$ cat config.mk
export PLATFORM = sky130hd
export DESIGN_NAME = clk_divider
export DESIGN_NICKNAME = d
export VERILOG_FILES = /design/src/rtl/clk_divider_pkg.sv /design/src/rtl/clk_divider.sv
export SDC_FILE = /design/constraint.sdc
export NUM_CORES = 1
export LEC_CHECK = 0
export BUFFER_PORTS_ARGS = -buffer_cell sky130_fd_sc_hd__buf_2
export CAP_MARGIN = 20
export CORE_AREA = 4 4 41 43
export DETAILED_ROUTE_END_ITERATION = 6
export DIE_AREA = 0 0 45 47
export PLACE_DENSITY = 0.4
export SETUP_SLACK_MARGIN = 0.3
export SYNTH_ARGS = -nofsm -noshare
export SYNTH_HDL_FRONTEND = slang
export SYNTH_SLANG_ARGS = --single-unit
export TNS_END_PERCENT = 1
$ cat constraint.sdc
create_clock -name clk_in -period 1.4 [get_ports clk_in]
set_input_delay 0.35 -clock clk_in [delete_from_list [all_inputs] [get_ports clk_in]]
set_output_delay 0.35 -clock clk_in [all_outputs]
set_load 0.05 [all_outputs]
$ cat src/rtl/clk_divider_pkg.sv
// rtl/clk_divider_pkg.sv - shared phase-split helper for the integer clock divider
package clk_divider_pkg;

   // High phase gets the smaller half so odd ratios lean low
   function automatic int div_high(input int div);
      return div / 2;
   endfunction

endpackage

$ cat src/rtl/clk_divider.sv
// rtl/clk_divider.sv - integer clock divider, registered clk_out; optional tick strobe under CLK_DIVIDER_TICK_EN
module clk_divider
   import clk_divider_pkg::*;
#(
   parameter int DIV = 5
) (
   input  logic clk_in,
   input  logic reset,
   input  logic en,
`ifdef CLK_DIVIDER_TICK_EN
   output logic tick,
`endif
   output logic clk_out
);

   localparam int CW = (DIV < 2) ? 1 : $clog2(DIV);
   localparam int H  = div_high(DIV);
   localparam int L  = DIV - H;

   if (DIV < 2) begin : g_div_check
      $fatal(1, "clk_divider: DIV must be at least 2");
   end

   logic [CW-1:0] cnt;
   logic [CW-1:0] cnt_next;

   always_comb begin
      cnt_next = cnt + CW'(1);
      if (cnt == CW'(DIV - 1)) begin
         cnt_next = '0;
      end
   end

   // Output is a pure function of the next count, so it is glitch-free and one register deep
   always_ff @(posedge clk_in) begin
      if (reset) begin
         cnt     <= '0;
         clk_out <= 1'b0;
`ifdef CLK_DIVIDER_TICK_EN
         tick    <= 1'b0;
`endif
      end else if (en) begin
         cnt     <= cnt_next;
         clk_out <= (cnt_next >= CW'(L));
`ifdef CLK_DIVIDER_TICK_EN
         tick    <= (cnt_next == CW'(L));
`endif
      end else begin
`ifdef CLK_DIVIDER_TICK_EN
         tick    <= 1'b0;
`endif
      end
   end

endmodule

==> run_results.csv <==
group,metric,value,unit
run_status,outcome,"finished clean",
timing,hold_viol,0,
drt,post_drt_wl_per_cell,9.64,um
final_layout,diodes,0,
pwr,p_per_area,1010,nW/um2
pwr,p_sw,0.0000902,W
timing,tightest_slew,231,ps
setup_path,critPathLaunchType,"flop",
drt,drc_errors,0,
synthesis,ys_ff_latch,4,
timing,rsz0062_at_grt,"true",
grt,grtUsageTotal,5.85,%
setup_path,crit_path_max_fanout,3,
floorplan,die-area,2120,um2
floorplan,start_util,17.5,%
drt,wl,453,um
clocking,cts_num_sinks,4,
timing,finalCritPeriodShare,79.0,%
setup_path,critPathTopFamily,"flip-flops",
final_layout,nFillCells,152,
pwr,p_int,0.000253,W
clocking,cts_tree,"yes",
final_layout,syn2layout_area_growth,48.9,%
pwr,ir_drop,0.000499,V
pwr,combPwrFrac,21.2,%
synthesis,ys_warn_count,0,
drt,vias_per_cell,4.19,
synthesis,ys_top_cells_by_area,"dfxtp_1, ha_1, a311oi_2",
place,gp_congestion,0.656,
final_layout,final_common_cell,"nor2_1",
setup_path,cpPeakStageDelay,350,ps
grt,overflow,0,
grt,grt_pass1_wl,786,um
final_layout,final-instance-count-excl-fill,47,
floorplan,std_cell_rows,13,
drt,dr_total_vias,197,
pwr,seqPwrFrac,37.9,%
setup_path,path_class,"flop to flop",
timing,setup_tns,0,ps
timing,whs,328,ps
grt,grt_pass1_vias,190,
clocking,cts_buffers,3,
setup_path,worst_setup_path_end_kind,"flop",
hold_path,hp-class,"input port to flop",
clocking,worstSkewPairLatency,230,ps
drt,firstDrtPassIters,2,
job,cap_viol_max_count,0,
pwr,p_leak,0.132,nW
grt,antenna_found_initial,0,
timing,fmax,904,MHz
setup_path,crit_chain,"ha_2 > nor2b_4 > nor3b_2 > a311oi_2",
clocking,clkSlewWorstSetupHoldPaths,40,ps
timing,fin_crit,1110,ps
synthesis,synth_cell_type_count,14,
pwr,p_sw_share,26.3,%
clocking,cts_hold_buf,0,
drt,ant_nets,0,
clocking,htreeDepth,1,
final_layout,drive_gt1_share,62.5,%
grt,grt_start_max_net_pins,8,
timing,relSlewSlack,84.5,%
floorplan,ioPinCount,4,
synthesis,synthesis.area,228,um2
synthesis,synth_top_area_share,35.2,%
pwr,clockPowerShare,40.9,%
final_layout,final_cell_mix,"nor2_1, clkbuf_4, dfxtp_2, buf_2",
synthesis,synth.avg_cell_area,9.11,um2
place,place.port_buffers,3,
floorplan,coreArea,1300,um2
setup_path,crit_buf_inv,0,
synthesis,yosysSeqAreaShare,35.2,%
drt,drt_iter0_markers,3,
synthesis,synth_top_cell_by_area,"dfxtp_1",
setup_path,worstPathRequired,1510,ps
final_layout,finalNetCount,40,
clocking,clock_path_buffers,2,
place,dp.cells,43,
setup_path,crit_arrival,1210,ps
synthesis,synth_nets,31,
timing,finalMaxSlewViolations,0,
timing,skew,8.74,ps
floorplan,die_h,47,um
synthesis,syn_inst,25,
setup_path,cpMaxStageDelayCell,"dfxtp_4",
timing,setup_violations,0,
clocking,cts_root_buffer,"clkbuf_4",
floorplan,dieWidth,45,um
layer usage:
metal / routed length [um] / vias to the layer above / GRT usage (%)
li1: - / 101 / -
met5: 0 / - / 0
met1: 193 / 91 / 6.36
met2: 236 / 5 / 7.06
met3: 23 / 0 / 5.75
met4: 0 / 0 / 3.51
cells by family after synthesis:
logic type                 synth area share [%]
and+or+nand+nor                            26.4
AOI/OAI and AO/OA                          14.3
adders and majority gates                  16.5
muxes                                      4.40
buffers and inverters                      3.30
DFF                                        35.2
power by group through the flow:
stage               Combinational [W]  Sequential [W]  Clock, W
finish                      0.0000727        0.000130  0.000141
global route                0.0000809        0.000132  0.000158
CTS                         0.0000569        0.000130  0.000147
detailed placement          0.0000526        0.000130         0
global placement            0.0000525        0.000129         0
floorplan                   0.0000307        0.000137         0
worst reg2reg max path: cells and delay by family, from the launching register on:
family,cells,cell delay [ps]
adders and majority gates,1,190
and+or+nand+nor,2,340
DFF,1,350
AOI/OAI and AO/OA,1,110
path summary, 6_finish.rpt:
check	slack, ps	from	depth (start not counted)	endpoint
min reg2reg	510	cnt[0]	2	cnt[0]
min	330	reset	2	clk_out
max reg2reg	290	cnt[0]	4	clk_out
max	290	cnt[0]	4	clk_out
sequential cells by signal, indices dropped and copies added (netlist names):
| name | count |
|---|---|
| cnt | 3 |
| clk_out | 1 |
final cells by class:
| cell class | instances | area, um2 | share of cell area (%) |
|---|---|---|---|
| inverter | 2 | 10.0 | 2.95 |
| clock buffer | 3 | 22.5 | 6.64 |
| tap | 15 | 18.8 | 5.54 |
| timing repair buffer | 4 | 28.8 | 8.49 |
| sequential | 4 | 86.3 | 25.5 |
| multi-input combinational | 19 | 173 | 50.9 |
cells in the mapped netlist, drive strengths merged:
library cell and number:
mux2i 1, nand2 2, nand3 2, o21ai 1, nor2 4, a311oi 1, inv 2, nand2b 1
dfxtp 4, a21oi 1, nor2b 1, a22oi 1, nor3b 1, ha 3
metrics by stage:
step | utilization, % | area (um2) | power [W] | worst slack (ps)
6_report | 26.1 | 339 | 0.000343 | 294
5_1_grt | 26.1 | 339 | 0.000371 | 261
4_1_cts | 22.7 | 295 | 0.000334 | 286
3_5_place_dp | 20.1 | 262 | 0.000182 | 228
3_3_place_gp | 20.1 | 262 | 0.000181 | 250
2_1_floorplan | - | 228 | 0.000167 | 307
repair_timing:
item | in CTS | in global routing
pin swaps | 0 | 2
setup buffers | 0 | 1
setup endpoints to repair | 2 | 3
resized for setup | 6 | 10
Power figures use the tool's default switching activity.
